### src/rtl/ps2_key_loader.sv
// Collects hex digits typed on a PS/2 keyboard into a key register.
// Break and extended prefixes are filtered; Enter commits a full key.
module ps2_key_loader #(
   parameter int DIGITS = 32
) (
   input  logic         clk,
   input  logic         reset,
   input  logic         start,
   input  logic         rx_done_tick,
   input  logic [7:0]   rx_code,
   output logic         rx_en,
   output logic [127:0] key_out,
   output logic         key_valid,
   input  logic         key_ready,
   output logic [5:0]   digit_cnt,
   output logic         err_tick
);

   typedef enum logic [2:0] {
      IDLE    = 3'd0,
      COLLECT = 3'd1,
      EXT     = 3'd2,
      SKIP    = 3'd3,
      HOLD    = 3'd4
   } state_t;

   localparam logic [7:0] C_BKSP  = 8'h66;
   localparam logic [7:0] C_ESC   = 8'h76;
   localparam logic [7:0] C_ENTER = 8'h5A;
   localparam logic [7:0] C_BREAK = 8'hF0;
   localparam logic [7:0] C_EXT   = 8'hE0;

   localparam logic [5:0] FULL = 6'(DIGITS);

   // Only the low DIGITS nibbles of a key are meaningful
   localparam logic [127:0] KEY_MASK =
      (DIGITS >= 32) ? {128{1'b1}}
                     : ((128'd1 << (4 * DIGITS)) - 128'd1);

   state_t         state_q, state_d;
   logic [127:0]   buf_q, buf_d;
   logic [127:0]   key_q, key_d;
   logic [5:0]     cnt_q, cnt_d;
   logic           valid_q, valid_d;
   logic           err_q, err_d;

   logic           hex_hit;
   logic [3:0]     hex_nib;
   logic           is_full;
   logic           is_empty;

   always_comb begin
      hex_hit = 1'b1;
      hex_nib = 4'h0;
      case (rx_code)
         8'h45: hex_nib = 4'h0;
         8'h16: hex_nib = 4'h1;
         8'h1E: hex_nib = 4'h2;
         8'h26: hex_nib = 4'h3;
         8'h25: hex_nib = 4'h4;
         8'h2E: hex_nib = 4'h5;
         8'h36: hex_nib = 4'h6;
         8'h3D: hex_nib = 4'h7;
         8'h3E: hex_nib = 4'h8;
         8'h46: hex_nib = 4'h9;
         8'h1C: hex_nib = 4'hA;
         8'h32: hex_nib = 4'hB;
         8'h21: hex_nib = 4'hC;
         8'h23: hex_nib = 4'hD;
         8'h24: hex_nib = 4'hE;
         8'h2B: hex_nib = 4'hF;
         default: hex_hit = 1'b0;
      endcase
   end

   assign is_full  = (cnt_q == FULL);
   assign is_empty = (cnt_q == 6'd0);

   always_ff @(posedge clk) begin
      if (reset) begin
         state_q <= IDLE;
         buf_q   <= '0;
         key_q   <= '0;
         cnt_q   <= '0;
         valid_q <= 1'b0;
         err_q   <= 1'b0;
      end else begin
         state_q <= state_d;
         buf_q   <= buf_d;
         key_q   <= key_d;
         cnt_q   <= cnt_d;
         valid_q <= valid_d;
         err_q   <= err_d;
      end
   end

   always_comb begin
      state_d = state_q;
      unique case (state_q)
         IDLE: begin
            if (start) state_d = COLLECT;
         end
         COLLECT: begin
            if (rx_done_tick) begin
               if (rx_code == C_BREAK)
                  state_d = SKIP;
               else if (rx_code == C_EXT)
                  state_d = EXT;
               else if (rx_code == C_ENTER && is_full)
                  state_d = HOLD;
            end
         end
         EXT: begin
            if (rx_done_tick)
               state_d = (rx_code == C_BREAK) ? SKIP : COLLECT;
         end
         SKIP: begin
            if (rx_done_tick) state_d = COLLECT;
         end
         HOLD: begin
            if (key_ready) state_d = IDLE;
         end
         default: state_d = IDLE;
      endcase
   end

   always_comb begin
      buf_d   = buf_q;
      cnt_d   = cnt_q;
      key_d   = key_q;
      err_d   = 1'b0;
      valid_d = (state_d == HOLD);
      if (state_q == IDLE && start) begin
         buf_d = '0;
         cnt_d = '0;
      end else if (state_q == COLLECT && rx_done_tick) begin
         if (hex_hit) begin
            if (!is_full) begin
               buf_d = {buf_q[123:0], hex_nib};
               cnt_d = cnt_q + 6'd1;
            end
         end else if (rx_code == C_BKSP) begin
            if (!is_empty) begin
               buf_d = {4'h0, buf_q[127:4]};
               cnt_d = cnt_q - 6'd1;
            end
         end else if (rx_code == C_ESC) begin
            buf_d = '0;
            cnt_d = '0;
         end else if (rx_code == C_ENTER) begin
            if (is_full)
               key_d = buf_q & KEY_MASK;
            else
               err_d = 1'b1;
         end
      end
   end

   assign rx_en     = (state_q == COLLECT) ||
                      (state_q == EXT) ||
                      (state_q == SKIP);
   assign key_out   = key_q;
   assign key_valid = valid_q;
   assign digit_cnt = cnt_q;
   assign err_tick  = err_q;

endmodule
### config.mk
export PLATFORM = sky130hd
export DESIGN_NAME = ps2_key_loader
export DESIGN_NICKNAME = d
export VERILOG_FILES = /design/src/rtl/ps2_key_loader.sv
export SDC_FILE = /design/constraint.sdc
export NUM_CORES = 1
export LEC_CHECK = 0
export BUFFER_PORTS_ARGS = -buffer_cell sky130_fd_sc_hd__buf_4
export CAP_MARGIN = 5
export CORE_MARGIN = 4
export CORE_UTILIZATION = 35
export CTS_CLUSTER_SIZE = 28
export DETAILED_ROUTE_END_ITERATION = 8
export GPL_TIMING_DRIVEN = 0
export HOLD_SLACK_MARGIN = 0.03
export SKIP_CTS_REPAIR_TIMING = 1
export SLEW_MARGIN = 5
export SYNTH_ARGS = -nofsm -noshare
export SYNTH_HDL_FRONTEND = slang
export SYNTH_SLANG_ARGS = --single-unit
### constraint.sdc
create_clock -name clk -period 3.5 [get_ports clk]
set_input_delay 0.7 -clock clk [delete_from_list [all_inputs] [get_ports clk]]
set_output_delay 0.7 -clock clk [all_outputs]
set_load 0.02 [all_outputs]
==> results of run 1 <==
==> flip-flops by register name, indices dropped and copies added, names as in the netlist <==
name	count
buf_q	128
digit_cnt	6
err_tick	1
key_out	128
key_valid	1
state_q	3
==> cells by family (layout without fill, tap and decap cells) <==
| logic type | after synthesis | in the layout |
|---|---|---|
| compound gates | 431 | 431 |
| fa+ha+maj | 3 | 3 |
| buf+inv | 135 | 333 |
| flops | 267 | 267 |
| other cells | 0 | 1 |
| simple gates | 464 | 464 |
==> per-stage QoR <==
stage / util, % / hold slack [ns]
after floorplan: - / 0.449
after global placement: 41.0 / 0.441
after detailed placement: 41.0 / 0.445
after CTS: 44.1 / 0.453
after global routing: 44.1 / 0.467
final: 44.1 / 0.449
==> critical path: stages (launching register included) <==
cell,delay [ns]
dfxtp_1,0.44
inv_1,0.15
ha_1,0.23
nor2b_1,0.15
nand3_1,0.17
nor2_1,0.10
nand2_1,0.14
clkbuf_1,0.90
clkbuf_1,0.40
nand2_1,0.11
a21oi_1,0.15
==> routing by layer <==
| metal | up-vias | part of all wire [%] |
|---|---|---|
| met5 | - | 0 |
| met4 | 0 | 2.3 |
| met3 | 49 | 5.2 |
| met2 | 237 | 45 |
| met1 | 4713 | 48 |
| li1 | 4972 | - |
==> area by class of cell <==
class	count	area, um2	share of cell area (%)
Clock inverter	14	173	1.26
Tap cell	396	495	3.63
Inverter	12	45.0	0.330
Sequential cell	267	5350	39.1
Timing Repair Buffer	147	1100	8.08
Buffer	123	543	3.97
Antenna cell	1	2.50	0.0183
Clock buffer	37	776	5.68
Multi-Input combinational cell	898	5180	37.9
==> power by group through the flow <==
stage               combinational, W  sequential, W  clock (W)
floorplan                   0.000158        0.00313          0
global placement            0.000228        0.00313          0
detailed placement          0.000230        0.00313          0
CTS                         0.000231        0.00307    0.00315
global route                0.000252        0.00307    0.00327
finish                      0.000231        0.00307    0.00309
==> placed cells by master, fill, tap and decap left out, types with 3 or more instances in the layout <==
cell type    n
a211oi_1    65
a211oi_2    60
a21oi_1    143
a221oi_1     6
a22oi_1    120
a31oi_1      6
and2_1       3
and3_1       3
buf_1        5
buf_2       32
buf_4      158
bufinv_16    4
clkbuf_1    81
clkbuf_16   29
clkinv_2     9
dfxtp_1    267
ha_1         3
inv_1       12
nand2_1    267
nand2b_1    10
nand3_1     12
nand4_1      4
nor2_1     135
nor2b_1      5
nor3_1       5
nor3b_1      3
nor4bb_1     5
o211ai_1     5
o21ai_0     10
o21ai_1      3
==> how the worst min path moves through the flow <==
stage	startpoint	end
2_1_floorplan	buf_q[124]	key_out[124]
3_3_place_gp	key_out[81]	key_out[81]
3_5_place_dp	key_out[119]	key_out[119]
4_1_cts	key_out[119]	key_out[119]
5_1_grt	key_out[71]	key_out[71]
6_report	key_out[111]	key_out[111]
==> impl_metrics.yaml, run 1 <==
outcome:
  outcome: "finished clean"
cts:
  cts_buffer_depth: 3
  clockRootBuffer: "clkbuf_16"
  cts_max_level: 1
  cts_tree: "built"
  cts_buffers: 29
  clk_transition_reported_paths_ns: 0.06
  clock_latency_ns: 0.54
  cts.sinks: 267
die:
  coreArea_um2: 31000
  io_pins: 150
  row_count: 64
  start_util_pct: 35.9
  design.die.area_um2: 34700
  die_w_um: 186
  die_y_um: 186
grt:
  grt_max_degree: 14
  grt_busiest_layer: "met2"
  grtUsageMet3_pct: 3.01
  grt.total_usage_pct: 17.7
  grt_pass1_wl_mm: 51.0
  grt_use_met2_pct: 28.4
  use_met1_pct: 25.1
  overflow: 0
  grt_pass1_vias: 9622
  antenna_found_initial: 0
finish:
  nets: 1494
  post-route-cell-area_um2: 13700
  drive_gt1_share_pct: 20.2
  fillers: 3117
  final_cells: 1895
  syn_to_final_growth_pct: 22.9
synthesis:
  synth_common_cells: "dfxtp_1 (267), nand2_1 (267), a21oi_1 (143)"
  synth_ff_type: "dfxtp_1"
  syn-num-nets: 1316
  synth_top_family_by_area: "compound AO/OA/AOI/OAI gates"
  yosysWarnings: 0
  yosys.area.top_type_share_pct: 48.1
  yosys.area_share.xor_xnor_pct: 0
  netlist_area_um2: 11100
  synth_area_leaders: "dfxtp_1 (48%), nand2_1 (9.0%), a22oi_1 (8.1%)"
  synth.mux.area_fraction_pct: 0
  synth_edf_count: 0
  synth_cell_type_count: 49
  synth_simple_gate_area_share_pct: 17.7
  synth_compound_area_share_pct: 28.6
  yosys_register_bits: 267
  syn_inst: 1300
  async_flop_share_pct: 0
  syn_area_per_cell_um2: 8.55
  ys_seq_area_share_pct: 48.1
  synth_top_cell_by_area: "dfxtp_1"
  synth_adder_area_share_pct: 0.338
power:
  p_leak_nw: 4.42
  vdd_drop_max_v: 0.000347
  power_frac_comb_pct: 3.6
  total_power_w: 0.00638
  p_sw_share_pct: 22.3
  p_seq_share_pct: 48.0
  power_density_nw_per_um2: 467
  pwr-share-clk_pct: 48.3
  p_switching_w: 0.00142
  p_int_w: 0.00496
detailed_routing:
  wl_per_cell_um: 16.9
  ant_nets: 0
  vias: 9971
  wl_mm: 32.1
  drt_first_pass_iters: 5
  vias_per_cell: 5.26
  drc: 0
  drt_first_iter_violations: 807
place:
  post-place-cells: 1843
  placed_area_um2: 12700
  place_congestion: 0.824
  place.detailed.hpwl_mm: 22.2
  io_buffers: 147
  dp_worst_setup_slack_ns: 0.133
timing:
  setup_violations: 0
  max_freq_mhz: 333
  rsz0062_at_grt: "false"
  slew_violations: 0
  fin_tns_setup_ns: 0
  finalWorstSetupSlack_ns: 0.494
  skew_ns: 0.0110
  hold_viol: 0
  relSlewSlack_pct: 20.1
  finalCritPeriodShare_pct: 85.9
  min_period_ns: 3.01
  worst_pin_slew_ns: 1.20
worst_setup_path:
  crit_required_ns: 3.96
  crit_start: "digit_cnt[0]"
  r2r_start: "digit_cnt[0]"
  cp.arrival_ns: 3.46
  reg2regPathDepth: 10
  cp-endpoint: "key_out[110]"
  reg2reg_to: "key_out[110]"
  worstPathMaxFanout: 11
  crit_type: "flip-flop to flip-flop"
  end_kind: "flip-flop"
  r2r_slack_ns: 0.49
  setup.worst_path.start_class: "flip-flop"
worst_hold_path:
  hold_depth: 2
  hp-class: "flip-flop to flip-flop"
flow_run:
  drv_cap: 0
(Power assumes the default switching activity.)
==> inputs of run 2 (changes only) <==
--- a/config.mk
+++ b/config.mk
@@ -5,6 +5,7 @@
 export SDC_FILE = /design/constraint.sdc
 export NUM_CORES = 1
 export LEC_CHECK = 0
+export ABC_AREA = 1
 export BUFFER_PORTS_ARGS = -buffer_cell sky130_fd_sc_hd__buf_4
 export CAP_MARGIN = 5
 export CORE_MARGIN = 4
==> impl_metrics.yaml, run 2 <==
detailed_routing:
  drt_first_iter_violations: 924
  drt_first_pass_iters: 6
  ant_nets: 0
  vias_per_cell: 4.94
  vias: 14000
  wl_mm: 42.5
  wl_per_cell_um: 14.9
  drc: 0
worst_hold_path:
  hp-class: "flip-flop to flip-flop"
die:
  io_pins: 150
  design.die.area_um2: 41500
  die_y_um: 204
  coreArea_um2: 37700
  die_w_um: 204
  row_count: 71
  start_util_pct: 35.6
flow_run:
  drv_cap: 0
outcome:
  outcome: "finished clean"
power:
  power_density_nw_per_um2: 424
  vdd_drop_max_v: 0.000359
  p_leak_nw: 6.28
synthesis:
  synth_ff_type: "dfxtp_1"
  yosysWarnings: 0
  synth_cell_type_count: 32
  ys_seq_area_share_pct: 39.9
  netlist_area_um2: 13400
  synth_area_leaders: "dfxtp_1 (40%), nand2_1 (19%), nand3_1 (14%)"
  synth_top_cell_by_area: "dfxtp_1"
  async_flop_share_pct: 0
  syn_area_per_cell_um2: 6.29
  yosys.area.top_type_share_pct: 39.9
  synth_common_cells: "nand2_1 (681), nand3_1 (373), dfxtp_1 (267)"
  syn-num-nets: 2147
  yosys_register_bits: 267
  synth_edf_count: 0
  synth.most_common_cell: "nand2_1"
  syn_inst: 2131
cts:
  cts_tree: "built"
  clk_transition_reported_paths_ns: 0.06
  clockRootBuffer: "clkbuf_16"
  clock_latency_ns: 0.56
  cts_buffer_depth: 3
  cts_max_level: 1
  cts.sinks: 267
  cts_buffers: 31
timing:
  hold_viol: 0
  skew_ns: 0.0231
  fin_tns_setup_ns: 0
  slew_violations: 0
  rsz0062_at_grt: "false"
  finalCritPeriodShare_pct: 81.7
  setup_violations: 0
  relSlewSlack_pct: 25.7
  max_freq_mhz: 350
  min_period_ns: 2.86
  worst_pin_slew_ns: 1.11
finish:
  drive_gt1_share_pct: 12.0
  nets: 2328
  final_cell_mix: "nand2_1 (681), nand3_1 (373), dfxtp_1 (267), a21oi_1 (255), nor2_1 (184)"
  final_core_util_pct: 43.0
  antenna_cells: 0
  syn_to_final_growth_pct: 20.9
  mostFrequentLayoutCell: "nand2_1"
worst_setup_path:
  critPathBufInv: 5
  cp.arrival_ns: 3.28
  end_kind: "flip-flop"
  setup.worst_path.start_class: "input port"
  cpPeakStageDelay_ns: 0.74
  crit_chain: "buf_4 -> inv_1 -> nand2_1 -> nor4_1 -> nand2_1 -> inv_1 -> nand2_1 -> clkbuf_1 -> clkbuf_1 -> nand2_1 -> a21oi_1"
  worstPathMaxFanout: 10
  slowest_stage: "nor4_1"
  crit_required_ns: 3.91
  crit_family: "simple AND/OR/NAND/NOR gates"
  cp_common_cell: "nand2_1"
  crit_type: "input port to flip-flop"
grt:
  antenna_found_initial: 0
  grt.total_usage_pct: 19.7
  grt_max_degree: 15
  grt_pass1_vias: 13100
  overflow: 0
  grt_pass1_wl_mm: 68.5
place:
  place.detailed.hpwl_mm: 30.8
  io_buffers: 148
  place_congestion: 0.893
-- run 2: area by class of cell --
class / count / area (um2)
Clock buffer: 41 / 863
Sequential cell: 267 / 5350
Fill cell: 4120 / 21500
Clock inverter: 13 / 179
Inverter: 144 / 541
Buffer: 178 / 773
Tap cell: 511 / 639
Multi-Input combinational cell: 1542 / 6740
Timing Repair Buffer: 148 / 1110
-- run 2: cell families after synthesis --
kind of cell    count (synthesis)  synth area share [%]
compound gates                277                  10.5
xor+xnor                        5                 0.327
simple gates                 1257                  39.1
fa+ha+maj                       3                 0.280
buf+inv                       322                  9.81
flops                         267                  39.9
-- run 2: worst reg2reg max path: stages (launching register included) --
cell and delay, ns:
dfxtp_1 0.34, inv_1 0.14, ha_1 0.19, nand2_1 0.06, nor3_1 0.45, nand2_1 0.24, inv_1 0.15, nand2_1 0.07
clkbuf_1 0.48, clkbuf_1 0.38, nand2_1 0.13, a21oi_1 0.07
-- run 2: power by group --
part | internal, W | switching (W)
logic | 0.000141 | 0.000368
registers | 0.00305 | 0.0000131
clock network | 0.00201 | 0.00129
total | 0.00520 | 0.00167
-- run 2: metrics by stage --
stage | worst slack [ns] | instance area (um2) | hold slack, ns | instances | power [W]
2_1_floorplan | 1.32 | 13400 | 0.462 | 2131 | 0.00349
4_1_cts | 0.584 | 16200 | 0.429 | 2844 | 0.00696
5_1_grt | 0.422 | 16200 | 0.447 | 2844 | 0.00715
3_3_place_gp | 0.0821 | 15100 | 0.452 | 2790 | 0.00363
3_5_place_dp | 0.0765 | 15100 | 0.455 | 2790 | 0.00363
6_report | 0.639 | 16200 | 0.460 | 2844 | 0.00687
-- run 2: metal layers --
metal,global-route usage [%],vias up,part of all wire [%]
met1,27.0,6444,46
met3,2.43,61,4.6
met2,33.3,334,47
met5,0,-,0
li1,-,7201,-
met4,4.58,0,2.0
-- run 2: final timing paths --
path / endpoint / cells past startpoint / start / slack (ns)
worst max-delay path: key_out[56] / 11 / rx_code[0] / 0.64
worst min-delay path: key_out[100] / 2 / key_out[100] / 0.46
worst max register to register: key_out[56] / 11 / digit_cnt[0] / 0.66
worst min register to register: key_out[100] / 2 / key_out[100] / 0.46
==> inputs of run 3 (changes only) <==
==> constraint.sdc (replaced) <==
create_clock -name clk -period 2.6 [get_ports clk]
set_input_delay 0.52 -clock clk [delete_from_list [all_inputs] [get_ports clk]]
set_output_delay 0.52 -clock clk [all_outputs]
set_load 0.02 [all_outputs]
==> impl_metrics.yaml, run 3 (same netlist as run 2, synthesis figures left out) <==
worst_setup_path:
  reg2reg_to: "buf_q[78]"
  cp.arrival_ns: 2.94
  end_kind: "flip-flop"
  worstPathMaxFanout: 10
  crit_family: "buffers and inverters"
  critPathBufInv: 4
  r2r_slack_ns: 0.15
  cp_common_cell: "nor2_1"
  setup.worst_path.start_class: "flip-flop"
  cpPeakStageDelay_ns: 0.39
  reg2regPathDepth: 9
  crit_type: "flip-flop to flip-flop"
  crit_required_ns: 3.08
  slowest_stage: "clkbuf_1"
  crit_chain: "inv_1 -> nor2_1 -> nand2_1 -> nor2_1 -> buf_2 -> clkbuf_4 -> clkbuf_1 -> a21oi_1 -> nor2_1"
  r2r_start: "state_q[0]"
finish:
  mostFrequentLayoutCell: "nand2_1"
  nets: 2328
  post-route-cell-area_um2: 16200
  drive_gt1_share_pct: 12.5
  final_core_util_pct: 43.1
  final_cell_mix: "nand2_1 (681), nand3_1 (373), dfxtp_1 (267), a21oi_1 (255), nor2_1 (183)"
  antenna_cells: 0
  syn_to_final_growth_pct: 21.1
place:
  dp_worst_setup_slack_ns: -0.644
  place.detailed.hpwl_mm: 30.8
  placed_area_um2: 15100
  place_congestion: 0.893
  io_buffers: 148
worst_hold_path:
  min_to: "state_q[2]"
  hold_depth: 3
  hp-class: "input port to flip-flop"
  hold_start: "key_ready"
grt:
  grt.total_usage_pct: 19.7
  grt_pass1_wl_mm: 68.5
  antenna_found_initial: 0
  grt_max_degree: 15
  grt_pass1_vias: 13100
  overflow: 0
power:
  vdd_drop_max_v: 0.000482
  power_density_nw_per_um2: 570
  p_leak_nw: 6.30
cts:
  cts_buffers: 31
  cts.sinks: 267
  cts_max_level: 1
  cts_buffer_depth: 3
  cts_tree: "built"
  clockRootBuffer: "clkbuf_16"
  clock_latency_ns: 0.56
  clk_transition_reported_paths_ns: 0.06
die:
  row_count: 71
  coreArea_um2: 37700
  die_y_um: 204
  io_pins: 150
  start_util_pct: 35.6
  die_w_um: 204
  design.die.area_um2: 41500
timing:
  setup_violations: 0
  rsz0062_at_grt: "true"
  worst_pin_slew_ns: 1.09
  max_freq_mhz: 407
  finalCritPeriodShare_pct: 94.4
  hold_slack_ns: 0.284
  skew_ns: 0.0222
  slew_violations: 0
  relSlewSlack_pct: 27.7
  hold_viol: 0
  min_period_ns: 2.45
  finalWorstSetupSlack_ns: 0.146
detailed_routing:
  ant_nets: 0
  wl_per_cell_um: 14.9
  vias_per_cell: 4.96
  vias: 14100
  drt_first_iter_violations: 949
  wl_mm: 42.4
  drt_first_pass_iters: 5
  drc: 0
flow_run:
  drv_cap: 0
outcome:
  outcome: "finished clean"
-- run 3: through the flow --
stage / instances / setup TNS (ns) / power, W
global route: 2844 / -1.48 / 0.00962
detailed placement: 2790 / -91.33 / 0.00489
global placement: 2790 / -90.01 / 0.00489
finish: 2844 / 0 / 0.00925
floorplan: 2131 / 0 / 0.00469
CTS: 2844 / -29.46 / 0.00936
-- run 3: worst max-delay path by stage --
stage / start / endpoint / depth (start not counted)
floorplan: rx_code[4] / buf_q[72] / 14
CTS: digit_cnt[0] / key_out[56] / 11
detailed placement: rx_code[0] / key_out[48] / 11
global placement: rx_code[0] / key_out[51] / 11
global route: state_q[0] / buf_q[77] / 9
finish: state_q[0] / buf_q[78] / 9
-- run 3: worst register-to-register path, delay by kind of cell (launching register included) --
family | cells | cell delay [ns]
buffers and inverters | 4 | 1.15
flip-flops | 1 | 0.35
AO/OA/AOI/OAI | 1 | 0.13
AND/OR/NAND/NOR | 4 | 0.75
-- run 3: where the power goes --
group	switching, W	internal (W)
combinational	0.000496	0.000191
clock	0.00173	0.00271
sequential	0.0000177	0.00411
-- run 3: area by class of cell --
| type | count | area, um2 |
|---|---|---|
| repair buffers | 148 | 1110 |
| fillers | 4114 | 21400 |
| clock inverters | 13 | 179 |
| clock buffers | 41 | 863 |
| inverters | 144 | 541 |
| well taps | 511 | 639 |
| plain buffers | 178 | 787 |
| multi-input cells | 1542 | 6750 |
| flip-flops and latches | 267 | 5350 |
-- run 3: metal layers --
layer	share of wire, %	global-route usage (%)	wire (um)
met5	0	0	0
met4	2.0	4.58	849
met3	4.6	2.43	1960
met2	47	33.3	20000
met1	46	27.0	19600
